File: src/rtl/pheromone_decay_sweeper_pkg.sv
// Shared parameters and state type for the pheromone decay sweeper.
// Grid geometry, pheromone width and decay strength live here so every file agrees.
package pheromone_decay_sweeper_pkg;

  localparam int PIXELS_X    = 4;
  localparam int PIXELS_Y    = 3;
  localparam int X_bits      = (PIXELS_X > 1) ? $clog2(PIXELS_X) : 1;
  localparam int Y_bits      = (PIXELS_Y > 1) ? $clog2(PIXELS_Y) : 1;
  localparam int PHER_bits   = 8;
  localparam int DECAY_SHIFT = 3;

  typedef enum logic [1:0] {
    IDLE  = 2'd0,
    SWEEP = 2'd1,
    DRAIN = 2'd2
  } sweep_state_e;

endpackage

File: src/rtl/pheromone_decay_sweeper_incrementer.sv
// Raster-order location stepper: x runs fastest, and the last pixel wraps to (0,0).
// `last` flags the final location of a pass.
module pheromone_decay_sweeper_incrementer
  import pheromone_decay_sweeper_pkg::*;
(
  input  logic [X_bits-1:0] x,
  input  logic [Y_bits-1:0] y,
  output logic [X_bits-1:0] next_x,
  output logic [Y_bits-1:0] next_y,
  output logic              last
);

  logic x_wrap;
  logic y_wrap;

  always_comb begin
    x_wrap = (x == X_bits'(PIXELS_X - 1));
    y_wrap = (y == Y_bits'(PIXELS_Y - 1));
    last   = x_wrap && y_wrap;
    next_x = x_wrap ? '0 : x + 1'b1;
    next_y = y;
    if (x_wrap) begin
      next_y = y_wrap ? '0 : y + 1'b1;
    end
  end

endmodule

File: src/rtl/pheromone_decay_sweeper.sv
// Sweeps the whole pheromone grid once per start, reading each cell and writing
// back its decayed value two cycles later; stall freezes the pipeline in place.
module pheromone_decay_sweeper
  import pheromone_decay_sweeper_pkg::*;
(
  input  logic                 Clk,
  input  logic                 Reset,
  input  logic                 start,
  input  logic                 stall,
  output logic                 rd_en,
  output logic [X_bits-1:0]    rd_x,
  output logic [Y_bits-1:0]    rd_y,
  input  logic [PHER_bits-1:0] rd_data,
  output logic                 wr_en,
  output logic [X_bits-1:0]    wr_x,
  output logic [Y_bits-1:0]    wr_y,
  output logic [PHER_bits-1:0] wr_data,
  output logic                 busy,
  output logic                 frame_done
);

  sweep_state_e state_q, state_d;

  logic [X_bits-1:0]    loc_x_q, loc_x_d, nxt_x;
  logic [Y_bits-1:0]    loc_y_q, loc_y_d, nxt_y;
  logic                 last_loc;

  logic                 rd_pend_q, rd_pend_d;
  logic [PHER_bits-1:0] hold_q, hold_d;

  logic                 s1_valid_q, s1_valid_d;
  logic [X_bits-1:0]    s1_x_q, s1_x_d;
  logic [Y_bits-1:0]    s1_y_q, s1_y_d;

  logic                 s2_valid_q, s2_valid_d;
  logic [X_bits-1:0]    s2_x_q, s2_x_d;
  logic [Y_bits-1:0]    s2_y_q, s2_y_d;
  logic [PHER_bits-1:0] s2_data_q, s2_data_d;

  logic                 frame_done_q, frame_done_d;

  logic                 issue;
  logic                 retire_last;
  logic [PHER_bits-1:0] src_val;
  logic [PHER_bits-1:0] shift_val;
  logic [PHER_bits-1:0] decayed;

  pheromone_decay_sweeper_incrementer u_incrementer (
    .x      (loc_x_q),
    .y      (loc_y_q),
    .next_x (nxt_x),
    .next_y (nxt_y),
    .last   (last_loc)
  );

  always_ff @(posedge Clk) begin
    if (Reset) begin
      state_q      <= IDLE;
      loc_x_q      <= '0;
      loc_y_q      <= '0;
      rd_pend_q    <= 1'b0;
      hold_q       <= '0;
      s1_valid_q   <= 1'b0;
      s1_x_q       <= '0;
      s1_y_q       <= '0;
      s2_valid_q   <= 1'b0;
      s2_x_q       <= '0;
      s2_y_q       <= '0;
      s2_data_q    <= '0;
      frame_done_q <= 1'b0;
    end else begin
      state_q      <= state_d;
      loc_x_q      <= loc_x_d;
      loc_y_q      <= loc_y_d;
      rd_pend_q    <= rd_pend_d;
      hold_q       <= hold_d;
      s1_valid_q   <= s1_valid_d;
      s1_x_q       <= s1_x_d;
      s1_y_q       <= s1_y_d;
      s2_valid_q   <= s2_valid_d;
      s2_x_q       <= s2_x_d;
      s2_y_q       <= s2_y_d;
      s2_data_q    <= s2_data_d;
      frame_done_q <= frame_done_d;
    end
  end

  always_comb begin
    issue       = (state_q == SWEEP) && !stall;
    retire_last = (state_q == DRAIN) && !stall && s2_valid_q && !s1_valid_q;
  end

  always_comb begin
    state_d = state_q;
    unique case (state_q)
      IDLE:    if (start)              state_d = SWEEP;
      SWEEP:   if (issue && last_loc)  state_d = DRAIN;
      DRAIN:   if (retire_last)        state_d = IDLE;
      default:                         state_d = IDLE;
    endcase
  end

  always_comb begin
    // Read data is only on the bus for one cycle; if the pipeline is stalled
    // when it arrives, hold_q keeps it until the stage can advance.
    src_val   = rd_pend_q ? rd_data : hold_q;
    shift_val = src_val >> DECAY_SHIFT;
    if (shift_val != '0) begin
      decayed = src_val - shift_val;
    end else if (src_val != '0) begin
      decayed = src_val - 1'b1;
    end else begin
      decayed = '0;
    end

    loc_x_d      = loc_x_q;
    loc_y_d      = loc_y_q;
    rd_pend_d    = issue;
    hold_d       = rd_pend_q ? rd_data : hold_q;
    s1_valid_d   = s1_valid_q;
    s1_x_d       = s1_x_q;
    s1_y_d       = s1_y_q;
    s2_valid_d   = s2_valid_q;
    s2_x_d       = s2_x_q;
    s2_y_d       = s2_y_q;
    s2_data_d    = s2_data_q;
    frame_done_d = retire_last;

    if (state_q == IDLE && start) begin
      loc_x_d = '0;
      loc_y_d = '0;
    end else if (issue) begin
      loc_x_d = nxt_x;
      loc_y_d = nxt_y;
    end

    if (!stall) begin
      s1_valid_d = issue;
      s1_x_d     = loc_x_q;
      s1_y_d     = loc_y_q;
      s2_valid_d = s1_valid_q;
      s2_x_d     = s1_x_q;
      s2_y_d     = s1_y_q;
      if (s1_valid_q) begin
        s2_data_d = decayed;
      end
    end
  end

  always_comb begin
    rd_en      = issue;
    rd_x       = loc_x_q;
    rd_y       = loc_y_q;
    wr_en      = s2_valid_q && !stall;
    wr_x       = s2_x_q;
    wr_y       = s2_y_q;
    wr_data    = s2_data_q;
    busy       = (state_q != IDLE);
    frame_done = frame_done_q;
  end

endmodule

File: config.mk
export PLATFORM = sky130hd
export DESIGN_NAME = pheromone_decay_sweeper
export DESIGN_NICKNAME = d
export VERILOG_FILES = /design/src/rtl/pheromone_decay_sweeper_pkg.sv /design/src/rtl/pheromone_decay_sweeper_incrementer.sv /design/src/rtl/pheromone_decay_sweeper.sv
export SDC_FILE = /design/constraint.sdc
export NUM_CORES = 1
export LEC_CHECK = 0
export ABC_AREA = 1
export BUFFER_PORTS_ARGS = -buffer_cell sky130_fd_sc_hd__buf_2
export CAP_MARGIN = 30
export CORE_UTILIZATION = 25
export DETAILED_ROUTE_END_ITERATION = 10
export PLACE_DENSITY = 0.43
export REMOVE_ABC_BUFFERS = 1
export SKIP_CTS_REPAIR_TIMING = 1
export SLEW_MARGIN = 20
export SYNTH_ARGS = -nofsm -noshare
export SYNTH_HDL_FRONTEND = slang
export SYNTH_HIERARCHICAL = 1
export SYNTH_SLANG_ARGS = --single-unit
File: constraint.sdc
create_clock -name Clk -period 2.3 [get_ports Clk]
set_input_delay 0.46 -clock Clk [delete_from_list [all_inputs] [get_ports Clk]]
set_output_delay 0.46 -clock Clk [all_outputs]
set_load 0.01 [all_outputs]
==> out/qor.txt, run 1 <==
Synth Area in Simple Gates - 38.0%
maximum vdd ir drop - 0.187 mV
M1 GR Usage - 15.9%
placed cell area - 2190 um2
P&R area growth vs syn - 23.2%
worst-margin pin slew - 505 ps
fin area - 2280 um2
status - completed
largest family of logic cells by synthesized area - simple AND/OR/NAND/NOR gates
Die Footprint - 7770 um2
share of the synthesized area in the top cell type - 36.7%
core area - 7210 um2
initial antenna violation count - 0
synthesized cell area - 1850 um2
HPWL after DPL - 3440 um
share of the yosys chip area belonging to registers - 36.7%
area share of fa/ha/maj cells after synthesis - 6.48%
Yosys reg bits - 34
GPL Wtd Cong - 0.749
clk slew on worst S/H paths - 80 ps
Vias - 1754
worst path bufs/invs - 3
CP endpoint kind - register
Fmax - 0.485 GHz
Critical-path top delay cell - fa_1
Avg WL per Cell - 10.5 um
# setup viols final - 0
Clock Path Buffers - 2
largest net degree at the start of global routing - 18
vias in the first global route - 1732
Placed Cells - 421
most common cell after layout, fill and taps aside - nand2_1
I/O Buffers - 31
Mapped Avg Cell Area - 6.48 um2
Worst path top cell family by delay - simple AND/OR/NAND/NOR gates
Die W - 88.1 um
mux cell area share after synthesis - 0%
worst hold-check path type - primary input to register
Worst Path Required - 2500 ps
Yosys cell types - 23
I/O Pins - 32
vias per inst - 4.09
TritonRoute pass-1 iters - 4
RSZ-0062 raised after global routing - false
cts bufs inserted - 5
worst path cell trace - inv_4, nand2_1, nand2_1, ha_1, inv_1, fa_1, nand3_1, nand3_1, or2_2, nand3_1, nand3_1, nand2_1, inv_1
FP Rows - 31
Ys Warns - 6
met3 Use GR - 3.86%
crit path kind - register to register
first-pass GRT wire length - 7710 um
Pleak - 1.19 nW
layout cells sized above 1 - 21.5%
Post-DRT Antenna Nets - 0
global route hottest layer - met2
Die Span Y - 88.1 um
Initial Util - 25.7%
post-place setup slack - 89.7 ps
root buffer cell - clkbuf_8
Slew headroom - 66.0%
Post-Layout Cell Count - 429
period utilization - 89.6%
Global Route Usage Sum - 13.1%
nets - 350
largest cells by area after synthesis - dfxtp_1 (37%), nand2_1 (15%), nor2_1 (11%)
most frequent cells in the layout - nand2_1 (72), nor2_1 (56), inv_1 (39)
Worst Path Max Fanout - 9
final worst-path setup slack - 240 ps
Residual DRC - 0
Period minus WS final - 2060 ps
Remaining Overflow, GRT - 0
initial DRC count - 47
clock latency at the later pin of the worst-skew pair - 290 ps
total power - 1.43 mW
PD cells - 626 nW/um2
Final Slew Violations - 0
Critical Path AT - 2260 ps
Critical Path Source Type - register
n_diodes - 0
Critical Path Max Stage Delay - 400 ps
Hold Vio Cnt, Final - 0
clock sinks - 34
Setup TNS - 0 ps
Post-Syn Instances - 286
Layout Skew - 4.06 ps
met2 Use GR - 21.7%
post-synth top area cell - dfxtp_1
XOR/XNOR share of the synthesized area - 0%
H-tree lvl count - 2
DRT Wirelength - 4500 um
CP most frequent cell - nand3_1
fraction of the mapped netlist area in compound gates - 8.50%
CTS tree - done
Max-Cap Viols - 0
layer usage:
| metal | wire (um) | part of all wire, % |
|---|---|---|
| met1 | 2260 | 50 |
| met2 | 2000 | 44 |
| met3 | 144 | 3.2 |
| met4 | 92 | 2.0 |
| met5 | 0 | 0 |
Yosys cell counts:
library cell,number
nand2_1,72
nor2_1,56
inv_1,39
dfxtp_1,34
nand3_1,18
o21ai_0,16
a21oi_1,11
ha_1,8
nand2_2,7
clkbuf_1,5
inv_2,3
nand3_2,3
a21oi_2,2
nor2_4,2
or2_2,2
buf_6,1
clkinv_1,1
fa_1,1
nand3b_1,1
nand4_1,1
nor2_2,1
nor3_1,1
o21ai_1,1
stage by stage:
stage                     hold WS, ps  util (%)
after floorplan                   437         -
after global placement            453      30.3
after detailed placement          460      30.3
after CTS                         442      31.6
after global routing              448      31.7
final                             447      31.7
registers in the layout, indices dropped and copies added (netlist names):
name and flops:
s1_valid_q 1, wr_y 2, rd_pend_q 1, hold_q 8, s1_x_q 2, rd_y 2, rd_x 2, frame_done 1
s1_y_q 2, wr_x 2, wr_data 8, s2_valid_q 1, state_q 2
cell type report:
type                            count  area [um2]
Inverter                           43         164
Timing Repair Buffer               42         238
Clock inverter                      2        12.5
Tap cell                           99         124
Clock buffer                        6        82.6
Sequential cell                    34         682
Fill cell                         837        4930
Multi-Input combinational cell    203         982
cell families (layout without fill, tap and decap cells):
logic type / count (synthesis) / after routing
and+or+nand+nor: 164 / 164
buffers and inverters: 49 / 93
DFF: 34 / 34
AOI/OAI and AO/OA: 30 / 30
adders and majority gates: 9 / 9
worst min-delay path, stage by stage:
cell and delay [ps]:
buf_2 90, nand2_1 70, a21oi_1 70
worst paths after layout:
path                                  from          to  slack [ps]  cells past startpoint
worst max-delay path             rd_pend_q  wr_data[4]         240                     13
worst min-delay path                 start  state_q[0]         450                      3
worst max register to register   rd_pend_q  wr_data[4]         240                     13
worst min register to register  s1_valid_q  s1_valid_q         470                      2
power breakdown:
group	switching (mW)	internal, mW	leakage (nW)	total, mW
Clock	0.243	0.241	0.0472	0.484
Sequential	0.0111	0.611	0.277	0.622
Combinational	0.204	0.121	0.869	0.325
Total	0.458	0.973	1.19	1.43
Note: power is estimated with default switching activity, not from simulation.
==> inputs of run 2 (changes only) <==
--- a/config.mk
+++ b/config.mk
@@ -10,2 +10,3 @@
 export CAP_MARGIN = 30
+export CORE_MARGIN = 2
 export CORE_UTILIZATION = 25
@@ -15,3 +16,2 @@
 export SKIP_CTS_REPAIR_TIMING = 1
-export SLEW_MARGIN = 20
 export SYNTH_ARGS = -nofsm -noshare
==> constraint.sdc (replaced) <==
create_clock -name Clk -period 2.3 [get_ports Clk]
set_input_delay 0 -clock Clk [delete_from_list [all_inputs] [get_ports Clk]]
set_output_delay 0 -clock Clk [all_outputs]
set_load 0.01 [all_outputs]
==> out/qor.txt, run 2 (same netlist as run 1, synthesis figures left out) <==
hold wc startpoint - start
largest net degree at the start of global routing - 19 (+1)
n_diodes - 0 (unchanged)
FP Rows - 31 (unchanged)
Setup TNS - 0 ps (unchanged)
Layout Skew - 9.09 ps (+5.03 ps)
clock sinks - 34 (unchanged)
I/O Pins - 32 (unchanged)
cts bufs inserted - 5 (unchanged)
placed cell area - 2140 um2 (-2.1%)
period utilization - 88.6% (-0.97 points)
Initial Util - 25.7% (unchanged)
Critical Path Source Type - register
Critical Path AT - 2240 ps (-20 ps)
vias in the first global route - 1711 (-1.2%)
Hold Vio Cnt, Final - 0 (unchanged)
Final Slew Violations - 0 (unchanged)
reg-to-reg slack, setup - 260 ps (+20 ps)
CTS tree - done
vias per inst - 4.16 (+1.6%)
most frequent cells in the layout - nand2_1 (72), nor2_1 (56), inv_1 (39)
Fmax - 0.491 GHz (+1.1%)
crit path kind - register to register
PD cells - 710 nW/um2 (+13%)
layout cells sized above 1 - 20.4% (-1.1 points)
core area - 7210 um2 (unchanged)
nets - 344 (-1.7%)
most common cell after layout, fill and taps aside - nand2_1
GPL Wtd Cong - 0.803 (+7.2%)
worst-margin pin slew - 461 ps (-44.1 ps)
Critical R2R Launch - rd_pend_q
Worst Path Required - 2500 ps (about the same)
Worst Path Max Fanout - 9 (unchanged)
Clock Path Buffers - 2 (unchanged)
HPWL after DPL - 3430 um (-0.33%)
initial DRC count - 79 (+68%)
clock latency at the later pin of the worst-skew pair - 290 ps (about the same)
TritonRoute pass-1 iters - 4 (unchanged)
Pleak - 1.19 nW (-0.73%)
Post-DRT Antenna Nets - 0 (unchanged)
Die Span Y - 90.1 um (+2.3%)
initial antenna violation count - 0 (unchanged)
worst path cell trace - inv_4, nand2_1, nand2_1, ha_2, inv_1, fa_1, nand3_1, nand3_1, or2_2, nand3_1, nand3_1, nand2_1, inv_1
Die W - 90.1 um (+2.3%)
Slew headroom - 69.0% (+3.0 points)
CP endpoint kind - register
status - completed
DRT Wirelength - 4490 um (-0.20%)
clk slew on worst S/H paths - 80 ps (about the same)
CP most frequent cell - nand3_1
P&R area growth vs syn - 23.2% (unchanged)
root buffer cell - clkbuf_8
H-tree lvl count - 2 (unchanged)
Residual DRC - 0 (unchanged)
Critical-path top delay cell - fa_1
hold_ws - 3.50 ps (-444 ps)
Core Util, Final - 31.7% (unchanged)
I/O Buffers - 31 (unchanged)
first-pass GRT wire length - 7980 um (+3.5%)
crit path launch - rd_pend_q
Remaining Overflow, GRT - 0 (unchanged)
Period minus WS final - 2040 ps (-22.3 ps)
RSZ-0062 raised after global routing - false
Avg WL per Cell - 10.6 um (+1.2%)
Global Route Usage Sum - 12.0% (-1.1 points)
fin area - 2280 um2 (unchanged)
Vias - 1758 (+0.23%)
worst hold-check path type - primary input to register
Max-Cap Viols - 0 (unchanged)
# setup viols final - 0 (unchanged)
Critical Path Max Stage Delay - 390 ps (about the same)
maximum vdd ir drop - 0.307 mV (+65%)
Die Footprint - 8120 um2 (+4.6%)
[run 2: layout make-up]
type | count | area, um2
clock buffer | 5 | 68.8
timing repair buffer | 36 | 193
clock inverter | 3 | 68.8
multi-input combinational | 203 | 985
fill | 831 | 4930
sequential | 34 | 682
inverter | 43 | 164
tap | 99 | 124
[run 2: per-layer routing]
metal | global-route usage, % | up-vias | wire length (um)
met1 | 14.9 | 769 | 2230
met2 | 20.2 | 26 | 2010
li1 | - | 953 | -
met4 | 4.49 | 0 | 96
met3 | 2.68 | 10 | 154
met5 | 0 | - | 0
[run 2: where the power goes]
group	total (mW)	leakage, nW	switching (mW)	internal (mW)
Combinational	0.320	0.839	0.205	0.114
Clock	0.681	0.0683	0.246	0.435
Sequential	0.622	0.277	0.0111	0.611
Total	1.62	1.19	0.463	1.16
[run 2: worst max-delay path: cells and delay by family, from the launching register on]
kind / cells / cell delay [ps]
AND/OR/NAND/NOR: 8 / 810
adder cells (fa/ha/maj): 2 / 580
flip-flops: 1 / 360
buffers and inverters: 3 / 210
[run 2: metrics by stage]
step / power, mW / worst slack [ps] / std cells
after floorplan: 0.864 / 117 / 280
after global placement: 0.962 / 224 / 415
after detailed placement: 0.958 / 184 / 415
after CTS: 1.65 / 182 / 423
after global routing: 1.72 / 19.8 / 423
final: 1.62 / 263 / 423
[run 2: worst paths after layout]
check / end / depth (start not counted)
worst max-delay path: wr_data[4] / 13
worst min-delay path: state_q[0] / 3
worst max register to register: wr_data[4] / 13
worst min register to register: s1_valid_q / 2
